## config.mk

```make
export PLATFORM = sky130hd
export DESIGN_NAME = mem_arbiter
export DESIGN_NICKNAME = d
export VERILOG_FILES = /design/src/rtl/mem_arb_pkg.sv /design/src/rtl/flopenr.sv /design/src/rtl/mem_arbiter.sv
export SDC_FILE = /design/constraint.sdc
export NUM_CORES = 1
export LEC_CHECK = 0
export ABC_AREA = 1
export BUFFER_PORTS_ARGS = -buffer_cell sky130_fd_sc_hd__buf_2
export CELL_PAD_IN_SITES_DETAIL_PLACEMENT = 2
export CELL_PAD_IN_SITES_GLOBAL_PLACEMENT = 2
export CORE_ASPECT_RATIO = 0.6
export CORE_MARGIN = 2
export CORE_UTILIZATION = 28
export DETAILED_ROUTE_END_ITERATION = 6
export GPL_TIMING_DRIVEN = 0
export PLACE_DENSITY = 0.87
export SLEW_MARGIN = 20
export SYNTH_ARGS = -nofsm -noshare
export SYNTH_HDL_FRONTEND = slang
export SYNTH_SLANG_ARGS = --single-unit
```

## constraint.sdc

```tcl
create_clock -name clk -period 14.36 [get_ports clk]
set_clock_uncertainty 0.1 [all_clocks]
set_input_delay 2.872 -clock clk [delete_from_list [all_inputs] [get_ports clk]]
set_output_delay 2.872 -clock clk [all_outputs]
set_load 0.005 [all_outputs]
```

## src/rtl/mem_arb_pkg.sv

```systemverilog
`default_nettype none
// ============================================================================
//  Module  : mem_arb_pkg
//  Purpose : Shared types for the instruction/data memory arbiter.
//            Holds the arbiter FSM state encoding and the access owner tag.
//  Ports   : none (package)
//  Rev     : 1.0  initial release
// ============================================================================
package mem_arb_pkg;

  localparam int WORD_W = 32;

  typedef enum logic [1:0] {
    IDLE  = 2'd0,
    GNT_D = 2'd1,
    GNT_I = 2'd2,
    RESP  = 2'd3
  } arb_state_t;

  // Encoding matters: the owner latch stores the raw bit, 1 = data port.
  typedef enum logic {
    OWN_I = 1'b0,
    OWN_D = 1'b1
  } owner_t;

endpackage : mem_arb_pkg
`default_nettype wire

```

## src/rtl/flopenr.sv

```systemverilog
`default_nettype none
// ============================================================================
//  Module  : flopenr
//  Purpose : Enabled register with asynchronous active-high reset to zero.
//  Ports   : clk   - rising-edge clock
//            reset - asynchronous active-high reset
//            en    - load enable
//            d     - next value
//            q     - registered value
//  Rev     : 1.0  initial release
// ============================================================================
module flopenr #(
  parameter int WIDTH = 8
) (
  input  logic             clk,
  input  logic             reset,
  input  logic             en,
  input  logic [WIDTH-1:0] d,
  output logic [WIDTH-1:0] q
);

  always_ff @(posedge clk or posedge reset) begin
    if (reset) begin
      q <= '0;
    end else if (en) begin
      q <= d;
    end
  end

endmodule : flopenr
`default_nettype wire

```

## src/rtl/mem_arbiter.sv

```systemverilog
`default_nettype none
// ============================================================================
//  Module  : mem_arbiter
//  Purpose : Shares one single-ported, variable-latency memory between the
//            instruction-fetch port and the data port. Data wins ties unless
//            fetch has been passed over STARVE_LIMIT times in a row.
//  Ports   : clk, reset                 - clock, async active-high reset
//            if_req/if_addr             - fetch request and byte address
//            if_rdata/if_done           - fetched word and completion pulse
//            d_req/d_we/d_addr/d_wdata  - data request, store flag, addr, data
//            d_rdata/d_done             - load word and completion pulse
//            mem_req/mem_we/mem_addr/mem_wdata - memory request side
//            mem_rdata/mem_ready        - memory response side
//            busy_if/busy_d             - request pending (stall drivers)
//  Rev     : 1.0  initial release
// ============================================================================
module mem_arbiter
  import mem_arb_pkg::*;
#(
  parameter int STARVE_LIMIT = 4
) (
  input  logic              clk,
  input  logic              reset,
  input  logic              if_req,
  input  logic [WORD_W-1:0] if_addr,
  output logic [WORD_W-1:0] if_rdata,
  output logic              if_done,
  input  logic              d_req,
  input  logic              d_we,
  input  logic [WORD_W-1:0] d_addr,
  input  logic [WORD_W-1:0] d_wdata,
  output logic [WORD_W-1:0] d_rdata,
  output logic              d_done,
  output logic              mem_req,
  output logic              mem_we,
  output logic [WORD_W-1:0] mem_addr,
  output logic [WORD_W-1:0] mem_wdata,
  input  logic [WORD_W-1:0] mem_rdata,
  input  logic              mem_ready,
  output logic              busy_if,
  output logic              busy_d
);

  localparam int               CNT_W   = $clog2(STARVE_LIMIT + 1);
  localparam logic [CNT_W-1:0] CNT_MAX = CNT_W'(STARVE_LIMIT);
  localparam logic [CNT_W-1:0] CNT_ONE = CNT_W'(1);

  arb_state_t         state_q, state_d;
  logic [CNT_W-1:0]   starve_cnt_q, starve_cnt_d;

  logic               starved;
  logic               grant_d;
  logic               grant_i;
  logic               grant;

  logic [WORD_W-1:0]  lat_addr_d;
  logic [WORD_W-1:0]  lat_wdata_d;
  logic               lat_we_d;

  logic [WORD_W-1:0]  addr_q;
  logic [WORD_W-1:0]  wdata_q;
  logic               we_q;
  logic               owner_bit_q;
  owner_t             owner_q;

  logic               cap_i;
  logic               cap_d;

  // Byte-offset bits never reach the memory (word-aligned access).
  logic               unused_addr_lsbs;
  assign unused_addr_lsbs = ^{if_addr[1:0], d_addr[1:0]};

  // --------------------------------------------------------------------------
  // Arbitration decision, only meaningful in IDLE
  // --------------------------------------------------------------------------
  always_comb begin
    starved = if_req && (starve_cnt_q == CNT_MAX);
    grant_d = (state_q == IDLE) && d_req && !starved;
    grant_i = (state_q == IDLE) && !grant_d && if_req;
    grant   = grant_d || grant_i;
  end

  // Winner's request fields, captured once at grant time.
  always_comb begin
    lat_addr_d  = grant_d ? {d_addr[31:2], 2'b00} : {if_addr[31:2], 2'b00};
    lat_we_d    = grant_d && d_we;
    lat_wdata_d = grant_d ? d_wdata : '0;
  end

  flopenr #(.WIDTH(WORD_W)) u_addr_reg (
    .clk   (clk),
    .reset (reset),
    .en    (grant),
    .d     (lat_addr_d),
    .q     (addr_q)
  );

  flopenr #(.WIDTH(WORD_W)) u_wdata_reg (
    .clk   (clk),
    .reset (reset),
    .en    (grant),
    .d     (lat_wdata_d),
    .q     (wdata_q)
  );

  flopenr #(.WIDTH(1)) u_we_reg (
    .clk   (clk),
    .reset (reset),
    .en    (grant),
    .d     (lat_we_d),
    .q     (we_q)
  );

  flopenr #(.WIDTH(1)) u_owner_reg (
    .clk   (clk),
    .reset (reset),
    .en    (grant),
    .d     (grant_d),
    .q     (owner_bit_q)
  );

  assign owner_q = owner_t'(owner_bit_q);

  // --------------------------------------------------------------------------
  // FSM state register and starvation counter
  // --------------------------------------------------------------------------
  always_ff @(posedge clk or posedge reset) begin
    if (reset) begin
      state_q      <= IDLE;
      starve_cnt_q <= '0;
    end else begin
      state_q      <= state_d;
      starve_cnt_q <= starve_cnt_d;
    end
  end

  always_comb begin
    state_d      = state_q;
    starve_cnt_d = starve_cnt_q;
    mem_req      = 1'b0;
    if_done      = 1'b0;
    d_done       = 1'b0;

    case (state_q)
      IDLE: begin
        // Counter only tracks data grants that actually pushed fetch back.
        if (!if_req || grant_i) begin
          starve_cnt_d = '0;
        end else if (grant_d && (starve_cnt_q != CNT_MAX)) begin
          starve_cnt_d = starve_cnt_q + CNT_ONE;
        end

        if (grant_d) begin
          state_d = GNT_D;
        end else if (grant_i) begin
          state_d = GNT_I;
        end
      end

      GNT_D, GNT_I: begin
        mem_req = 1'b1;
        if (mem_ready) begin
          state_d = RESP;
        end
      end

      RESP: begin
        if_done = (owner_q == OWN_I);
        d_done  = (owner_q == OWN_D);
        state_d = IDLE;
      end

      default: begin
        state_d = IDLE;
      end
    endcase
  end

  // --------------------------------------------------------------------------
  // Read-data capture; registers hold outside the done cycle
  // --------------------------------------------------------------------------
  assign cap_i = mem_req && mem_ready && (owner_q == OWN_I);
  assign cap_d = mem_req && mem_ready && (owner_q == OWN_D);

  flopenr #(.WIDTH(WORD_W)) u_if_rdata_reg (
    .clk   (clk),
    .reset (reset),
    .en    (cap_i),
    .d     (mem_rdata),
    .q     (if_rdata)
  );

  flopenr #(.WIDTH(WORD_W)) u_d_rdata_reg (
    .clk   (clk),
    .reset (reset),
    .en    (cap_d),
    .d     (mem_rdata),
    .q     (d_rdata)
  );

  // Write enable is only asserted alongside an outstanding request.
  assign mem_we    = mem_req && we_q;
  assign mem_addr  = addr_q;
  assign mem_wdata = wdata_q;

  assign busy_if   = if_req && !if_done;
  assign busy_d    = d_req && !d_done;

endmodule : mem_arbiter
`default_nettype wire

```

# Word-level counts from Yosys, hierarchy flattened
# Cells that the tools add are included.
[word_totals] register_bits=135 ramBits=0 elab_cells=53 rom_bits=0 output_inout_bits=134 memories=0 latch_bits=0
[op_classes] mul=0 div=0 n_bitwise=1 n_eq_ne=7 shift=0 n_addsub=1 n_mux=11 n_lt_le_gt_ge=0 reduce_logical=25
[ops] cell="2-to-1 mux 32 bit" n=2
[ops] cell="logical AND 1 bit" n=13
[ops] cell="2-to-1 mux 2 bit" n=3
[ops] cell="2-to-1 mux 3 bit" n=2
[ops] cell="inequality test 3 bit (second input constant)" n=2
[ops] cell="case mux 2 bit (3 select lines)" n=1
[ops] cell="logical NOT 1 bit" n=5
[ops] cell="equality test 2 bit (second input constant)" n=2
[ops] cell="AND reduction 2 bit" n=2
[ops] cell="adder 3 x 1 -> 3 bit (second input constant)" n=1
[ops] cell="equality test 3 bit (second input constant)" n=1
[ops] cell="2-to-1 mux 1 bit" n=3
[ops] cell="equality test 2 x 1 -> 1 bit (second input constant)" n=1
[ops] cell="logical NOT 2 bit" n=1
[ops] cell="logical OR 1 bit" n=2
[ops] cell="inequality test 2 bit (second input constant)" n=1
[ops] cell="nonzero test 2 bit" n=1
[ops] cell="OR reduction 2 bit" n=1
[ops] cell="inverter 1 bit" n=1

# Logic depth before layout (Yosys ltp)
# Gate-level depths: netlist of the first run.
[logic_depth] word_depth=10 depth_mapped=11 mapped_depth_nobuf=9

# By module
# A second synthesis of the first run with hierarchy kept.
[hier_totals] hier_cells=787 area_unflattened_um2=6357.3
[by_module_without_submodules] module="flopenr (u_addr_reg ...)" cells_each=137 instances=4 seq_area_each_um2=800.8 area_per_inst_um2=1296.2
[by_module_without_submodules] module="mem_arbiter" cells_each=227 instances=1 seq_area_each_um2=125.1 area_per_inst_um2=1084.8
[by_module_without_submodules] module="flopenr (u_owner_reg ...)" cells_each=6 instances=2 seq_area_each_um2=25.0 area_per_inst_um2=43.8

# Least setup slack after synthesis of the first run
# No wires, ideal clock.
[synth_path] path_type="in2out" from="in if_req" to="out busy_if" t_required_ns=11.388 setup_slack_ns=8.223 cell_stages=3 arrival_time_ns=3.165 n_path_buf=1 cell_sequence="buf_4 -> inv_1 -> nor2_1"
[synth_between] elab_chain_len=1
[synth_rtl] element="from (decl)" line_no="mem_arbiter.sv:24" text="input logic if_req,"
[synth_rtl] element="logical AND 1 bit" line_no="mem_arbiter.sv:206" text="assign busy_if = if_req && !if_done;"
[synth_rtl] element="to (decl)" line_no="mem_arbiter.sv:40" text="output logic busy_if,"
# Every way passes these cells.

# Final worst setup path of the first run
# Ends and elaborated chain as after synthesis.

==> reports/summary.json, run 1 <==
{
  "die": {
    "core.rowCount": 39,
    "initial_utilization_pct": 28.9,
    "chipHeight_um": 113,
    "core_region_area_um2": 19200,
    "io_pins": 268,
    "die_x_um": 186,
    "dieArea_um2": 21000
  },
  "worst_hold_path": {
    "type_of_the_tightest_min_delay_check": "flop to flop"
  },
  "cells_and_area": {
    "layout-drive-gt1-share_pct": 35.3,
    "final-seq-area_um2": 3330,
    "instances_no_fill": 1174,
    "multi_input_comb_area_um2": 1830,
    "finish.net_count": 1033,
    "area_delta_synth_final_pct": 40.8,
    "fillers": 2209
  },
  "timing": {
    "setup_viol": 0,
    "worst-slew-pin-transition_ns": 0.585,
    "timing.final.ws_setup_ns": 8.06,
    "maxSlewHeadroom_pct": 61.0,
    "fmax_ghz": 0.159,
    "hold_viol": 0,
    "rsz_0062_raised_after_global_routing": "no",
    "report.final.slew_viol_count": 0,
    "finalCriticalPeriod_ns": 6.30,
    "totalNegativeSetupSlack_ns": 0,
    "final_worst_path_cycle_share_pct": 43.8
  },
  "clock_network": {
    "clock_tree.htree_level_count": 4,
    "post_cts_resized": 0,
    "cts.sink_count": 133,
    "postCtsHoldBufs": 0,
    "numCtsBuffers": 17,
    "path_clk_slew_ns": 0.07,
    "post_cts_buffers": 0,
    "root_buffer": "sky130_fd_sc_hd__clkbuf_16",
    "clkLatencyLatePin_ns": 0.41,
    "max-clock-path-buffers": 2,
    "clock_tree_from_tritoncts": "done"
  },
  "synthesis": {
    "synth_adder_area_share_pct": 1.12,
    "synth_top_family_by_area": "simple AND/OR/NAND/NOR gates",
    "fraction_of_post_synthesis_cell_area_in_the_top_cell_type_by_area_pct": 59.8,
    "synth-seq-cells": 133,
    "post_synth.cell_area_avg_um2": 9.07,
    "yosysUniqueCellTypes": 22,
    "synth_compound_area_share_pct": 9.58,
    "ys_seq_area_share_pct": 59.8,
    "yosysWarningCount": 0,
    "synthXorXnorAreaFrac_pct": 0.157,
    "netlist_top_cells_area": "sky130_fd_sc_hd__dfrtp_1 60%, sky130_fd_sc_hd__nand2_1 9.9%, sky130_fd_sc_hd__nand3_1 8.7%, sky130_fd_sc_hd__o21ai_0 5.9%, sky130_fd_sc_hd__a31oi_1 3.4%",
    "netlist_area_um2": 5560,
    "synth.area.mux_share_pct": 0,
    "synthDominantAreaCellType": "sky130_fd_sc_hd__dfrtp_1",
    "synth_simple_gate_area_share_pct": 22.0,
    "postSynthCellCount": 613
  },
  "global_routing": {
    "antenna_found_initial": 1,
    "via_count_of_the_first_global_routing_pass": 6260,
    "wire_length_of_the_first_global_routing_pass_um": 34900,
    "grt_overflow": 0,
    "grt_max_degree": 82,
    "grtUsageTotal_pct": 21.5
  },
  "place": {
    "dp.cells": 1141,
    "dp_hpwl_um": 17300,
    "numPortBuffers": 260,
    "preCtsSetupSlack_ns": 8.05,
    "place_congestion": 0.782
  },
  "routing": {
    "detailedRoute.firstPassIterationCount": 5,
    "drt.antenna.violating_nets": 0,
    "viasPerCell": 4.71,
    "totalWireLength_um": 22200,
    "vias": 5532,
    "detail_route.wl_per_cell_um": 18.9,
    "drc": 0,
    "drt_iter0_drc": 239
  },
  "critical_path": {
    "worst_r2r_path_depth": 6,
    "slowest_delay_ns": 0.15,
    "critPathKind": "input pin to output port",
    "path_max_fanout": 7,
    "rrSetupSlack_ns": 12.39,
    "capturing_point_of_the_worst_reg2reg_path": "u_d_rdata_reg.q[21]",
    "crit-reg2reg-launch": "state_q[0]",
    "timing.critical_path.to": "busy_if",
    "crit_path_top_delay_cell": "sky130_fd_sc_hd__buf_4",
    "start_kind": "input pin",
    "crit_path_end_kind": "output port",
    "timing.critical_path.from": "if_req",
    "critical_path_depth": 4,
    "critical_path.cell_chain": "buf_4, inv_1, nor2_1, buf_2",
    "worst-path-buf-inv": 3,
    "data_required_time_at_the_worst_endpoint_ns": 11.39,
    "cpLargestDelayFamily": "buffers and inverters",
    "cp_data_arrival_time_ns": 3.32
  },
  "outcome": {
    "run_status": "complete, no violations"
  },
  "pwr": {
    "finalPower_w": 0.00180,
    "power_density_nw_per_um2": 230,
    "cellLeakagePower_nw": 4.28,
    "worst_ir_drop_vdd_mv": 0.0788
  },
  "run": {
    "maximum_capacitance_violations": 0
  }
}
-- cell usage in the layout (no fill, tap or decap), drive strengths merged --
cell type and count:
dfrtp 133, clkbuf 39, nand2 150, a31oi 30
nor2 33, ha 5, clkinv 2, clkinvlp 3
xor2 1, buf 284, bufinv 2, diode 1
a21oi 1, inv 54, o21ai 68, conb 2
nand3 100
-- registers in the layout (all words and copies together), names as in the netlist --
signal and count:
u_we_reg.q 1, u_addr_reg.q 30, u_if_rdata_reg.q 32, u_wdata_reg.q 32, starve_cnt_q 3, state_q 2, u_owner_reg.q 1, u_d_rdata_reg.q 32
-- kinds of logic after synthesis --
logic type / count (synthesis)
buffers and inverters: 91
adder cells (fa/ha/maj): 5
flip-flops: 133
other: 1
AND/OR/NAND/NOR: 283
XOR/XNOR: 1
AO/OA/AOI/OAI: 99
-- stage by stage --
step	hold slack, ns	util [%]	area, µm²
global route	0.418	40.7	7830
CTS	0.391	40.7	7830
global placement	0.361	37.5	7200
detailed placement	0.371	37.6	7240
finish	0.384	40.7	7830
floorplan	0.369	-	5570
-- per-layer routing --
metal	global-route usage, %	vias up	part of all wire (%)
li1	-	2569	-
met2	34.9	154	46
met4	5.04	0	1.2
met5	0	-	0
met3	4.25	20	4.8
met1	29.7	2789	48
-- cell type report --
class | instances | area share (%)
plain buffers | 44 | 2.88
diodes | 1 | 0.0320
well taps | 266 | 4.25
clock inverters | 14 | 2.09
repair buffers | 261 | 17.0
multi-input cells | 390 | 23.4
flip-flops and latches | 133 | 42.5
clock buffers | 18 | 5.48
inverters | 47 | 2.38
-- worst min path at each step --
stage	slack [ns]	to	cells after the start	startpoint
6_report	0.38	u_if_rdata_reg.q[19]	2	u_if_rdata_reg.q[19]
5_1_grt	0.42	u_wdata_reg.q[21]	2	u_wdata_reg.q[21]
4_1_cts	0.39	u_if_rdata_reg.q[19]	2	u_if_rdata_reg.q[19]
3_5_place_dp	0.37	u_if_rdata_reg.q[4]	2	u_if_rdata_reg.q[4]
3_3_place_gp	0.36	u_if_rdata_reg.q[31]	2	u_if_rdata_reg.q[31]
2_1_floorplan	0.37	u_we_reg.q	2	u_we_reg.q
-- cells in the mapped netlist, drive strengths merged --
| cell type | instances |
|---|---|
| nand3 | 100 |
| ha | 5 |
| buf | 23 |
| dfrtp | 133 |
| nor2 | 33 |
| inv | 47 |
| conb | 1 |
| clkbuf | 21 |
| o21ai | 68 |
| xor2 | 1 |
| nand2 | 150 |
| a31oi | 30 |
| a21oi | 1 |
-- tightest hold or removal path, delay by kind of cell, from the launching register on --
| kind | cells | cell delay [ns] |
|---|---|---|
| flip-flops | 1 | 0.34 |
| AO/OA/AOI/OAI | 1 | 0.06 |
| AND/OR/NAND/NOR | 1 | 0.05 |
-- where the power goes --
part           total (W)  switching, W  internal (W)  leakage, nW
combinational   0.000694      0.000417      0.000277         2.34
sequential      0.000666      0.000108      0.000557         1.66
clock           0.000445      0.000184      0.000261        0.281
total            0.00180      0.000709       0.00110         4.28
(Power assumes the default switching activity.)
==> inputs of run 2 (changes only) <==
--- a/config.mk
+++ b/config.mk
@@ -11,10 +11,10 @@
 export CELL_PAD_IN_SITES_GLOBAL_PLACEMENT = 2
 export CORE_ASPECT_RATIO = 0.6
 export CORE_MARGIN = 2
-export CORE_UTILIZATION = 28
+export CORE_UTILIZATION = 23
 export DETAILED_ROUTE_END_ITERATION = 6
 export GPL_TIMING_DRIVEN = 0
-export PLACE_DENSITY = 0.87
+export PLACE_DENSITY = 0.76
 export SLEW_MARGIN = 20
 export SYNTH_ARGS = -nofsm -noshare
 export SYNTH_HDL_FRONTEND = slang
==> constraint.sdc (replaced) <==
create_clock -name clk -period 5.2 [get_ports clk]
set_clock_uncertainty 0.1 [all_clocks]
set_input_delay 1.04 -clock clk [delete_from_list [all_inputs] [get_ports clk]]
set_output_delay 1.04 -clock clk [all_outputs]
set_load 0.005 [all_outputs]
==> reports/summary.json, run 2 (synthesized netlist as in run 1, its figures left out) <==
{
  "pwr": {
    "cellLeakagePower": {"value": 4.30, "unit": "nW", "change": "+0.59%"},
    "power_density": {"value": 641, "unit": "nW/µm²", "change": "+180%"},
    "worst_ir_drop_vdd": {"value": 0.238, "unit": "mV", "change": "+200%"},
    "finalPower": {"value": 0.00510, "unit": "W", "change": "+180%"}
  },
  "cells_and_area": {
    "fillers": {"value": 2767, "change": "+25%"},
    "finish.net_count": {"value": 1033, "change": "unchanged"},
    "layout.cells.most_common": "sky130_fd_sc_hd__buf_2",
    "post_route_core_utilization": {"value": 33.2, "unit": "%", "change": "-7.5 points"},
    "reg_top3": "u_d_rdata_reg.q (32), u_if_rdata_reg.q (32), u_wdata_reg.q (32)",
    "mostFrequentLayoutCells": "272 x sky130_fd_sc_hd__buf_2, 147 x sky130_fd_sc_hd__nand2_1, 133 x sky130_fd_sc_hd__dfrtp_1",
    "area_delta_synth_final_pct": 43.1,
    "final_cell_area": {"value": 7960, "unit": "µm²", "change": "+1.7%"},
    "layout-drive-gt1-share": {"value": 35.4, "unit": "%", "change": "+0.11 points"}
  },
  "clock_network": {
    "clock_tree_from_tritoncts": "done",
    "numCtsBuffers": {"value": 17, "change": "unchanged"},
    "post_cts_buffers": {"value": 0, "change": "unchanged"},
    "clock_tree.htree_level_count": {"value": 4, "change": "unchanged"},
    "clkLatencyLatePin": {"value": 0.43, "unit": "ns", "change": "+0.02 ns"},
    "cts.sink_count": {"value": 133, "change": "unchanged"},
    "path_clk_slew": {"value": 0.06, "unit": "ns", "change": "about the same"},
    "post_cts_resized": {"value": 0, "change": "unchanged"},
    "postCtsHoldBufs": {"value": 0, "change": "unchanged"},
    "max-clock-path-buffers": {"value": 2, "change": "unchanged"},
    "root_buffer": "sky130_fd_sc_hd__clkbuf_16"
  },
  "critical_path": {
    "crit_path_end_kind": "output port",
    "path_max_fanout": {"value": 6, "change": "-1"},
    "critPathKind": "flop to output port",
    "crit_path_top_delay_cell": "sky130_fd_sc_hd__ha_1",
    "cp_data_arrival_time": {"value": 1.57, "unit": "ns", "change": "-1.75 ns"},
    "start_kind": "flop",
    "slowest_delay": {"value": 0.41, "unit": "ns", "change": "+0.26 ns"},
    "critical_path.cell_chain": "inv_1, ha_1, nand2_1, inv_1, buf_2",
    "worst_path_most_repeated_cell": "sky130_fd_sc_hd__inv_1",
    "data_required_time_at_the_worst_endpoint": {"value": 4.06, "unit": "ns", "change": "-7.33 ns"}
  },
  "run": {
    "maximum_capacitance_violations": {"value": 0, "change": "unchanged"}
  },
  "timing": {
    "setup_viol": {"value": 0, "change": "unchanged"},
    "fmax_ghz": 0.369,
    "report.final.slew_viol_count": {"value": 0, "change": "unchanged"},
    "finalCriticalPeriod_ns": 2.71,
    "hold_viol": {"value": 0, "change": "unchanged"},
    "maxSlewHeadroom": {"value": 58.9, "unit": "%", "change": "-2.1 points"},
    "worst-slew-pin-transition": {"value": 0.616, "unit": "ns", "change": "+0.0318 ns"},
    "rsz_0062_raised_after_global_routing": "no",
    "final_worst_path_cycle_share_pct": 52.1
  },
  "global_routing": {
    "via_count_of_the_first_global_routing_pass": {"value": 6234, "change": "-0.42%"},
    "grt_max_degree": {"value": 96, "change": "+17%"},
    "wire_length_of_the_first_global_routing_pass": {"value": 36000, "unit": "µm", "change": "+3.4%"},
    "grtUsageTotal": {"value": 18.6, "unit": "%", "change": "-2.9 points"},
    "grt_overflow": {"value": 0, "change": "unchanged"},
    "antenna_found_initial": {"value": 3, "change": "+2"}
  },
  "die": {
    "core.rowCount": {"value": 44, "change": "+13%"},
    "initial_utilization": {"value": 23.2, "unit": "%", "change": "-5.7 points"},
    "die_x": {"value": 205, "unit": "µm", "change": "+10%"},
    "io_pins": {"value": 268, "change": "unchanged"},
    "dieArea": {"value": 25500, "unit": "µm²", "change": "+21%"},
    "chipHeight": {"value": 124, "unit": "µm", "change": "+10%"},
    "core_region_area": {"value": 23900, "unit": "µm²", "change": "+25%"}
  },
  "routing": {
    "detail_route.wl_per_cell": {"value": 18.3, "unit": "µm", "change": "-3.1%"},
    "viasPerCell": {"value": 4.50, "change": "-4.6%"},
    "vias": {"value": 5536, "change": "+0.072%"},
    "drc": {"value": 0, "change": "unchanged"},
    "totalWireLength": {"value": 22600, "unit": "µm", "change": "+1.6%"},
    "drt_iter0_drc": {"value": 153, "change": "-36%"},
    "detailedRoute.firstPassIterationCount": {"value": 5, "change": "unchanged"},
    "drt.antenna.violating_nets": {"value": 0, "change": "unchanged"}
  },
  "place": {
    "dp_hpwl": {"value": 16700, "unit": "µm", "change": "-3.3%"},
    "numPortBuffers": {"value": 260, "change": "unchanged"},
    "place_area": {"value": 7310, "unit": "µm²", "change": "+0.97%"},
    "place_congestion": {"value": 0.749, "change": "-4.2%"}
  },
  "worst_hold_path": {
    "type_of_the_tightest_min_delay_check": "flop to flop"
  },
  "outcome": {
    "run_status": "complete, no violations"
  }
}
run 2: final cells by class:
cell class                      count  area (µm²)  share of cell area [%]
Antenna cell                        2        5.00                  0.0629
Buffer                             44         225                    2.83
Clock buffer                       17         425                    5.34
Clock inverter                     15         225                    2.83
Inverter                           47         186                    2.34
Multi-Input combinational cell    390        1830                    23.0
Sequential cell                   133        3330                    41.8
Tap cell                          322         403                    5.06
Timing Repair Buffer              261        1330                    16.7
run 2: per-layer routing:
layer / routed length (µm) / track usage (%) / up-vias
met2: 10300 / 28.8 / 152
met1: 10400 / 24.8 / 2784
met4: 287 / 5.12 / 2
li1: - / - / 2575
met3: 1560 / 5.94 / 23
met5: 13 / 0 / -
run 2: final timing paths:
| kind | to | slack, ns | from | depth (start not counted) |
|---|---|---|---|---|
| min in group asynchronous | u_wdata_reg.q[10] | 0.49 | reset | 2 |
| max in group asynchronous | u_d_rdata_reg.q[12] | 3.69 | reset | 3 |
| worst max-delay path | mem_we | 2.49 | state_q[0] | 5 |
| worst min-delay path | u_if_rdata_reg.q[6] | 0.38 | u_if_rdata_reg.q[6] | 2 |
| worst min register to register | u_if_rdata_reg.q[6] | 0.38 | u_if_rdata_reg.q[6] | 2 |
| worst max register to register | u_if_rdata_reg.q[4] | 3.23 | state_q[0] | 5 |
run 2: metrics by stage:
step	hold slack (ns)	setup slack, ns	TNS [ns]	cells
4_1_cts	0.384	2.42	0	1229
5_1_grt	0.409	2.36	0	1231
6_report	0.377	2.49	0	1231
3_3_place_gp	0.363	-1.54	-202.35	1196
2_1_floorplan	0.369	0.506	0	614
3_5_place_dp	0.368	2.52	0	1197
run 2: report_power, final:
group | internal [W] | total [W] | switching, W | leakage [nW]
logic | 0.000764 | 0.00192 | 0.00116 | 2.34
clock network | 0.000854 | 0.00136 | 0.000504 | 0.306
registers | 0.00154 | 0.00182 | 0.000283 | 1.66
total | 0.00316 | 0.00510 | 0.00194 | 4.30
run 2: worst max-delay path: cells and delay by family (launching register included):
family,cells,cell delay [ns]
adders and majority gates,1,0.41
buffers and inverters,3,0.26
DFF,1,0.39
and+or+nand+nor,1,0.09
